==> src/rtl/bus_pkg.sv <==
// Shared interconnect definitions: address map, request entry layout and
// master-port FSM states.
package bus_pkg;

    localparam int BUS_ADDR_W = 32;
    localparam int BUS_DATA_W = 32;
    localparam int BUS_BE_W   = BUS_DATA_W / 8;

    localparam logic [31:0] MAIN_MEM_BASE = 32'h0000_0000;
    localparam logic [31:0] MAIN_MEM_SIZE = 32'h1000_0000;
    localparam logic [31:0] GPU_MEM_BASE  = 32'h1000_0000;
    localparam logic [31:0] GPU_MEM_SIZE  = 32'h1000_0000;
    localparam logic [31:0] PERIPH_BASE   = 32'h2000_0000;
    localparam logic [31:0] PERIPH_SIZE   = 32'h0100_0000;
    localparam logic [31:0] CONFIG_BASE   = 32'h3000_0000;
    localparam logic [31:0] CONFIG_SIZE   = 32'h0001_0000;

    // Idle cycles between transfers so the interconnect's 2-stage pipeline drains.
    localparam int GAP_CYCLES = 2;

    typedef struct packed {
        logic [BUS_ADDR_W-1:0] addr;
        logic [BUS_DATA_W-1:0] wdata;
        logic                  we;
        logic [BUS_BE_W-1:0]   be;
    } bus_req_t;

    typedef enum logic [1:0] {
        ST_IDLE,
        ST_REQ,
        ST_ERR,
        ST_GAP
    } bus_state_e;

endpackage

==> src/rtl/sync_fifo.sv <==
// Synchronous FIFO with registered full/empty flags and an occupancy count.
// DEPTH must be a power of two so the pointers wrap naturally.
module sync_fifo #(
    parameter  int WIDTH = 8,
    parameter  int DEPTH = 2,
    localparam int AW    = $clog2(DEPTH),
    localparam int CW    = $clog2(DEPTH + 1)
) (
    input  logic             clk,
    input  logic             rst,
    input  logic             push,
    input  logic [WIDTH-1:0] wdata,
    input  logic             pop,
    output logic [WIDTH-1:0] rdata,
    output logic             full,
    output logic             empty,
    output logic [CW-1:0]    count
);

    logic [WIDTH-1:0] mem [DEPTH];
    logic [AW-1:0]    wr_ptr;
    logic [AW-1:0]    rd_ptr;
    logic             do_push;
    logic             do_pop;

    assign do_pop  = pop && !empty;
    assign do_push = push && (!full || do_pop);
    assign rdata   = mem[rd_ptr];

    always_ff @(posedge clk or posedge rst) begin
        if (rst) begin
            wr_ptr <= '0;
            rd_ptr <= '0;
            count  <= '0;
            full   <= 1'b0;
            empty  <= 1'b1;
        end else begin
            if (do_push) wr_ptr <= wr_ptr + 1'b1;
            if (do_pop)  rd_ptr <= rd_ptr + 1'b1;
            case ({do_push, do_pop})
                2'b10: begin
                    count <= count + 1'b1;
                    full  <= (count == CW'(DEPTH - 1));
                    empty <= 1'b0;
                end
                2'b01: begin
                    count <= count - 1'b1;
                    full  <= 1'b0;
                    empty <= (count == CW'(1));
                end
                default: ;
            endcase
        end
    end

    always_ff @(posedge clk) begin
        if (do_push) mem[wr_ptr] <= wdata;
    end

endmodule

==> src/rtl/bus_master_port.sv <==
// CPU-side master for interconnect port 0: buffers LSU requests and runs one
// bus transfer at a time, bounded by a timeout. Widths must match bus_pkg.
module bus_master_port
    import bus_pkg::*;
#(
    parameter int ADDR_WIDTH     = 32,
    parameter int DATA_WIDTH     = 32,
    parameter int FIFO_DEPTH     = 2,
    parameter int TIMEOUT_CYCLES = 256
) (
    input  logic                    clk,
    input  logic                    rst,
    input  logic                    core_req_valid,
    output logic                    core_req_ready,
    input  logic [ADDR_WIDTH-1:0]   core_addr,
    input  logic [DATA_WIDTH-1:0]   core_wdata,
    input  logic                    core_we,
    input  logic [DATA_WIDTH/8-1:0] core_be,
    output logic                    core_rsp_valid,
    output logic [DATA_WIDTH-1:0]   core_rsp_rdata,
    output logic                    core_rsp_err,
    output logic                    bus_req,
    output logic [ADDR_WIDTH-1:0]   bus_addr,
    output logic [DATA_WIDTH-1:0]   bus_wdata,
    output logic                    bus_we,
    output logic [DATA_WIDTH/8-1:0] bus_be,
    input  logic [DATA_WIDTH-1:0]   bus_rdata,
    input  logic                    bus_ready,
    output logic                    busy,
    output logic [15:0]             timeout_count
);

    localparam int CNT_W  = $clog2(TIMEOUT_CYCLES);
    localparam int GAP_W  = 2;
    localparam int FCNT_W = $clog2(FIFO_DEPTH + 1);
    localparam logic [ADDR_WIDTH-1:0] WORD_MASK = ~ADDR_WIDTH'(3);

    bus_req_t              req_in;
    bus_req_t              req_head;
    logic                  fifo_full;
    logic                  fifo_empty;
    logic                  fifo_pop;
    logic [FCNT_W-1:0]     fifo_count;

    bus_state_e            state_q, state_n;
    logic [CNT_W-1:0]      cnt_q, cnt_n;
    logic [GAP_W-1:0]      gap_q, gap_n;
    logic                  bus_req_n;
    logic                  rsp_valid_n;
    logic                  rsp_err_n;
    logic [DATA_WIDTH-1:0] rsp_rdata_n;
    logic [15:0]           tmo_n;

    assign req_in.addr  = core_addr;
    assign req_in.wdata = core_wdata;
    assign req_in.we    = core_we;
    assign req_in.be    = core_be;

    sync_fifo #(
        .WIDTH ($bits(bus_req_t)),
        .DEPTH (FIFO_DEPTH)
    ) u_req_fifo (
        .clk   (clk),
        .rst   (rst),
        .push  (core_req_valid && core_req_ready),
        .wdata (req_in),
        .pop   (fifo_pop),
        .rdata (req_head),
        .full  (fifo_full),
        .empty (fifo_empty),
        .count (fifo_count)
    );

    // full is a register, so ready never depends on core_req_valid.
    assign core_req_ready = !fifo_full;
    assign busy           = (fifo_count != '0) || (state_q != ST_IDLE);

    always_comb begin
        state_n     = state_q;
        fifo_pop    = 1'b0;
        cnt_n       = cnt_q;
        gap_n       = gap_q;
        bus_req_n   = bus_req;
        rsp_valid_n = 1'b0;
        rsp_err_n   = 1'b0;
        rsp_rdata_n = '0;
        tmo_n       = timeout_count;
        case (state_q)
            ST_IDLE: begin
                if (!fifo_empty) begin
                    fifo_pop = 1'b1;
                    cnt_n    = '0;
                    if (req_head.be == '0) begin
                        state_n = ST_ERR;
                    end else begin
                        state_n   = ST_REQ;
                        bus_req_n = 1'b1;
                    end
                end
            end
            ST_REQ: begin
                cnt_n = cnt_q + 1'b1;
                // A ready that lands on the timeout cycle still completes normally.
                if (bus_ready) begin
                    rsp_valid_n = 1'b1;
                    rsp_rdata_n = bus_we ? '0 : bus_rdata;
                    bus_req_n   = 1'b0;
                    gap_n       = '0;
                    state_n     = ST_GAP;
                end else if (cnt_q == CNT_W'(TIMEOUT_CYCLES - 1)) begin
                    rsp_valid_n = 1'b1;
                    rsp_err_n   = 1'b1;
                    if (timeout_count != 16'hFFFF) tmo_n = timeout_count + 16'd1;
                    bus_req_n   = 1'b0;
                    gap_n       = '0;
                    state_n     = ST_GAP;
                end
            end
            ST_ERR: begin
                rsp_valid_n = 1'b1;
                rsp_err_n   = 1'b1;
                gap_n       = '0;
                state_n     = ST_GAP;
            end
            ST_GAP: begin
                if (gap_q == GAP_W'(GAP_CYCLES - 1)) state_n = ST_IDLE;
                else                                 gap_n   = gap_q + 1'b1;
            end
            default: state_n = ST_IDLE;
        endcase
    end

    always_ff @(posedge clk or posedge rst) begin
        if (rst) begin
            state_q        <= ST_IDLE;
            cnt_q          <= '0;
            gap_q          <= '0;
            bus_req        <= 1'b0;
            bus_addr       <= '0;
            bus_wdata      <= '0;
            bus_we         <= 1'b0;
            bus_be         <= '0;
            core_rsp_valid <= 1'b0;
            core_rsp_err   <= 1'b0;
            core_rsp_rdata <= '0;
            timeout_count  <= '0;
        end else begin
            state_q        <= state_n;
            cnt_q          <= cnt_n;
            gap_q          <= gap_n;
            bus_req        <= bus_req_n;
            core_rsp_valid <= rsp_valid_n;
            core_rsp_err   <= rsp_err_n;
            core_rsp_rdata <= rsp_rdata_n;
            timeout_count  <= tmo_n;
            if (fifo_pop) begin
                bus_addr  <= req_head.addr & WORD_MASK;
                bus_wdata <= req_head.wdata;
                bus_we    <= req_head.we;
                bus_be    <= req_head.be;
            end
        end
    end

endmodule

==> config.mk <==
export PLATFORM = sky130hd
export DESIGN_NAME = bus_master_port
export DESIGN_NICKNAME = d
export VERILOG_FILES = /design/src/rtl/bus_pkg.sv /design/src/rtl/sync_fifo.sv /design/src/rtl/bus_master_port.sv
export SDC_FILE = /design/constraint.sdc
export NUM_CORES = 1
export LEC_CHECK = 0
export ABC_AREA = 1
export CORE_MARGIN = 2
export CORE_UTILIZATION = 40
export DETAILED_ROUTE_END_ITERATION = 12
export PLACE_DENSITY_LB_ADDON = 0.3
export SYNTH_ARGS = -nofsm -noshare
export SYNTH_HDL_FRONTEND = slang
export SYNTH_HIERARCHICAL = 1
export SYNTH_SLANG_ARGS = --single-unit
==> constraint.sdc <==
create_clock -name clk -period 8.74 [get_ports clk]
set_clock_uncertainty 0.05 [all_clocks]
set_input_delay 1.748 -clock clk [delete_from_list [all_inputs] [get_ports clk]]
set_output_delay 1.748 -clock clk [all_outputs]
set_load 0.02 [all_outputs]
* Yosys cells after proc, flatten, opt, wreduce, memory -nomap -nowiden
Memories as Yosys holds them, arrays and structs flattened.
Cells that the tools add are included.
** Cells by class
- $add $sub $neg :: 7
- Multipliers :: 0
- Divide/modulo/power cells :: 0
- $lt $le $gt $ge :: 0
- Equal/unequal tests :: 14
- Shift operators :: 0
- Multiplexer cells :: 32
- Bitwise logic cells :: 1
- Reductions and logical operators :: 19
** Operators by type and width (count)
- 32-bit 2-to-1 mux :: 3
- 16-bit by 1-bit adder with 16-bit output, second input constant :: 1
- 2-bit 2-to-1 mux :: 8
- 16-bit != test, second input constant :: 1
- 8-bit one-hot mux with 2 select lines :: 1
- 1-bit 2-to-1 mux :: 11
- 1-bit one-hot mux with 2 select lines :: 5
- 8-bit by 1-bit adder with 8-bit output, second input constant :: 1
- 2-bit by 1-bit == test with 1-bit output, second input constant :: 4
- 8-bit == test, second input constant :: 1
- 8-bit 2-to-1 mux :: 1
- 2-bit != test, second input constant :: 4
- 2-bit one-hot mux with 4 select lines :: 1
- 4-bit AND reduction :: 2
- 2-bit nonzero test :: 4
- 2-bit == test, second input constant :: 3
- 2-bit one-hot mux with 3 select lines :: 1
- 3-bit AND reduction :: 2
- 2-bit by 1-bit adder with 2-bit output, second input constant :: 2
- 4-bit logical NOT :: 1
- 2-bit one-hot mux with 2 select lines :: 1
- 1-bit logical AND :: 3
- 3-bit != test, second input constant :: 1
- 3-bit nonzero test :: 1
- other kinds (7) :: 10
** Storage, ports and cells
- Flip-flop bits (word level) :: 136
- Latch bits :: 0
- Memory bits (writable) :: 138
- ROM bits :: 0
- Input port bits :: 105
- Output and inout port bits :: 122
- Logic and storage cells :: 91
- Memories :: 1
** Memories
- u_req_fifo.mem :: depth 2, bits a word 69, rd ports 1, clocked after Yosys merged registers in 0, wr ports 1, RTL line sync_fifo.sv:20 : logic [WIDTH-1:0] mem [DEPTH];

* Logic depth before layout (Yosys ltp)
- Depth in word-level cells :: 7
- Depth in mapped cells :: 12
- Depth with buffers taken out :: 11

* Modules after synthesis
The synthesis kept the hierarchy.
** By module, submodules not included
- bus_master_port :: times used 1, cells each 665, area each 5535.3 um^2, sequential area each 3253.1 um^2
- sync_fifo :: times used 1, cells each 398, area each 5353.9 um^2, sequential area each 4295.4 um^2

* Least setup slack after synthesis
Ideal clock, no wire load.
- Path type :: input port to flip-flop
- Start :: in core_req_valid
- End :: mem u_req_fifo/mem[1][0] (netlist bit), enable pin
- Library setup time :: 0.496 ns
- Data arrival time :: 4.886 ns
- Path slack :: 3.307 ns
- Cell stages on the path :: 4
- Buffers on the path :: 0
- Cells stage by stage :: inv_1 > nor2_1 > nand2_1 > nor2_1
** On the way
- Word-level cells in the longest chain between the ends :: 4
** RTL lines
- from (decl) :: RTL line bus_master_port.sv:13 : input logic core_req_valid,
- 1-bit logical AND :: RTL line bus_master_port.sv:65 : .push (core_req_valid && core_req_ready),
- 1-bit logical AND :: RTL line sync_fifo.sv:27 : assign do_push = push && (!full || do_pop);
- 1-bit 2-to-1 mux :: RTL line sync_fifo.sv:57 : if (do_push) mem[wr_ptr] <= wdata;
- 1-bit 2-to-1 mux (not written as such) :: RTL line sync_fifo.sv:57
- to (decl) :: RTL line sync_fifo.sv:20
Every way passes these cells.

* Worst setup path after layout
- Start :: reg state_q[0]
- End :: out busy
** On the way
- Word-level cells in the longest chain between the ends :: 2
** RTL lines
- from (decl) :: RTL line bus_master_port.sv:45 : bus_state_e state_q, state_n;
- from (signal assigned) :: RTL line bus_master_port.sv:148 : state_q <= state_n;
- 2-bit nonzero test :: RTL line bus_master_port.sv:76 : assign busy = (fifo_count != '0) || (state_q != ST_IDLE);
- 1-bit logical OR :: RTL line bus_master_port.sv:76
- to (decl) :: RTL line bus_master_port.sv:29 : output logic busy,
Every way passes these cells.

==> metrics.json <==
{
  "worstPathCellList": {"value": "inv_1 -> ha_1 -> nand2_1 -> clkdlybuf4s50_1"},
  "min_path_type": {"value": "reg2reg"},
  "num_io_pins": {"value": 227},
  "dr_total_vias": {"value": 7647},
  "final-hold-violation-count": {"value": 0},
  "post-dp-hpwl": {"value": 14850, "unit": "um"},
  "drtIter0Drc": {"value": 523},
  "htree_levels": {"value": 1},
  "worstPathArrival": {"value": 2.02, "unit": "ns"},
  "syn2layout_area_growth": {"value": 31.44, "unit": "%"},
  "relative_slew_margins": {"value": 31.36, "unit": "%"},
  "clkSinkCount": {"value": 270},
  "status": {"value": "finished clean"},
  "cts_resized": {"value": 0},
  "route.final.wire_length": {"value": 24330, "unit": "um"},
  "via_count_of_the_first_global_routing_pass": {"value": 7649},
  "synth_area_per_cell": {"value": 10.21, "unit": "um^2"},
  "wire_length_of_the_first_global_routing_pass": {"value": 38750, "unit": "um"},
  "drtAntennaViolNets": {"value": 0},
  "cts.repair_timing.setup_buffer_count": {"value": 0},
  "cp_slowest_cell": {"value": "clkdlybuf4s50_1"},
  "place_congestion": {"value": 0.7953},
  "p_leak": {"value": 6.373, "unit": "nW"},
  "hold_slack": {"value": 0.4242, "unit": "ns"},
  "fmax": {"value": 262.0, "unit": "MHz"},
  "overall_global_routing_usage": {"value": 17.14, "unit": "%"},
  "syn_inst": {"value": 1053},
  "floorplan.rows": {"value": 59},
  "area.sequential": {"value": 0.007430, "unit": "mm^2"},
  "firstDrtPassIters": {"value": 5},
  "timing_worst_setup_path_type": {"value": "reg2out"},
  "io_buffers": {"value": 222},
  "timing.critical_path.slowest_cell_delay": {"value": 0.60, "unit": "ns"},
  "fin_cells": {"value": 1633},
  "cellPowerDensity": {"value": 335.3, "unit": "mW/mm^2"},
  "die-height": {"value": 167.9, "unit": "um"},
  "drv.max_cap_violation_count": {"value": 0},
  "final_util": {"value": 53.90, "unit": "%"},
  "top_library_cells_by_usage_in_the_layout_fill_and_taps_aside": {"value": "nand2_1, clkdlybuf4s50_1, dfrtp_1, edfxtp_1, inv_1"},
  "worst_pin_slew": {"value": 1.030, "unit": "ns"},
  "die-width": {"value": 167.9, "unit": "um"},
  "cts.root.buffer_cell": {"value": "clkbuf_16"},
  "timing.critical_path.to_type": {"value": "output port"},
  "drc": {"value": 0},
  "post-route-period-util": {"value": 43.67, "unit": "%"},
  "worst_skew_pair.late_latency": {"value": 0.54, "unit": "ns"},
  "place_ws": {"value": 4.665, "unit": "ns"},
  "ant_diodes": {"value": 0},
  "clk_pin_slew_worst_paths": {"value": 0.06, "unit": "ns"},
  "ys.warnings.count": {"value": 6},
  "critical_path.top_delay_family": {"value": "buffers and inverters"},
  "ctsHoldBuffers": {"value": 0},
  "drive_above_1_share": {"value": 5.239, "unit": "%"},
  "drv_slew": {"value": 0},
  "fillerInstances": {"value": 2282},
  "critical_path_required": {"value": 6.94, "unit": "ns"},
  "post_drt_via_cell_ratio": {"value": 4.683},
  "rsz_0062_raised_after_global_routing": {"value": "no"},
  "fin_nets": {"value": 1390},
  "initial_core_util": {"value": 41.01, "unit": "%"},
  "maximum_number_of_pins_on_one_net_before_global_route_repair": {"value": 81},
  "global_route.overflow_total": {"value": 0},
  "worst_ir_drop_vdd": {"value": 0.2410, "unit": "mV"},
  "dp.cells": {"value": 1579},
  "worstPathMaxFanout": {"value": 6},
  "design.die.area": {"value": 0.02819, "unit": "mm^2"},
  "post_route_design_area": {"value": 0.01412, "unit": "mm^2"},
  "final_common_cell": {"value": "nand2_1"},
  "postLayoutSetupSlackWorst": {"value": 4.923, "unit": "ns"},
  "core_region_area": {"value": 0.02621, "unit": "mm^2"},
  "post_synthesis_cell_area": {"value": 0.01075, "unit": "mm^2"},
  "cp.buffers_inverters": {"value": 2},
  "initial_antenna_violation_count": {"value": 0},
  "timing.critical_path.from_type": {"value": "flip-flop"},
  "numCtsBuffers": {"value": 29},
  "tritoncts": {"value": "yes"},
  "max_clock_buf_depth": {"value": 3},
  "avgRoutedWirePerCell": {"value": 14.90, "unit": "um"},
  "power.total": {"value": 4.737, "unit": "mW"},
  "timing.setup.tns": {"value": 0, "unit": "ns"},
  "placedInstanceArea": {"value": 0.01322, "unit": "mm^2"},
  "fin_crit": {"value": 3.817, "unit": "ns"},
  "setup_viol": {"value": 0},
  "multi_input_area": {"value": 0.002810, "unit": "mm^2"}
}
[metal layers]
metal,global-route usage (%),share of wire [%],vias up
met5,0,0,-
met1,21.14,42,3612
li1,-,-,3762
met2,30.06,48,231
met3,4.137,7.2,42
met4,4.991,2.3,0
[sequential cells by signal, indices dropped and copies added, names as in the netlist, 4 cells and up]
signal,count
core_rsp_rdata,32
timeout_count,16
bus_wdata,32
u_req_fifo/mem,134
cnt_q,8
bus_addr,30
bus_be,4
[final timing paths]
kind | endpoint | slack (ns) | from | cells after the start
max reg2reg | u_req_fifo/mem[1][10] | 5.91 | state_q[0] | 9
min reg2reg | bus_wdata[8] | 0.42 | bus_wdata[8] | 2
min in group asynchronous | u_req_fifo/count[1] | 1.53 | rst | 2
max | busy | 4.92 | state_q[0] | 4
max in group asynchronous | bus_wdata[12] | 5.58 | rst | 3
min | bus_wdata[8] | 0.42 | bus_wdata[8] | 2
[final cells by class]
class	count	area share, %
clock buffers	45	5.846
clock inverters	9	0.5315
inverters	77	2.108
multi-input cells	669	19.90
flip-flops and latches	270	52.60
well taps	335	2.967
repair buffers	228	16.05
[where the power goes]
group	switching, mW	internal (mW)	leakage [nW]
clock	0.479	0.677	0.442
combinational	1.10	0.621	2.92
sequential	0.146	1.72	3.01
total	1.72	3.02	6.37
[tightest hold or removal path, cell delays in order, from the launching register on]
cell and delay (ns):
dfrtp_1 0.34, nand2_1 0.05, nand2_1 0.05
Note: power is estimated with default switching activity, not from simulation.
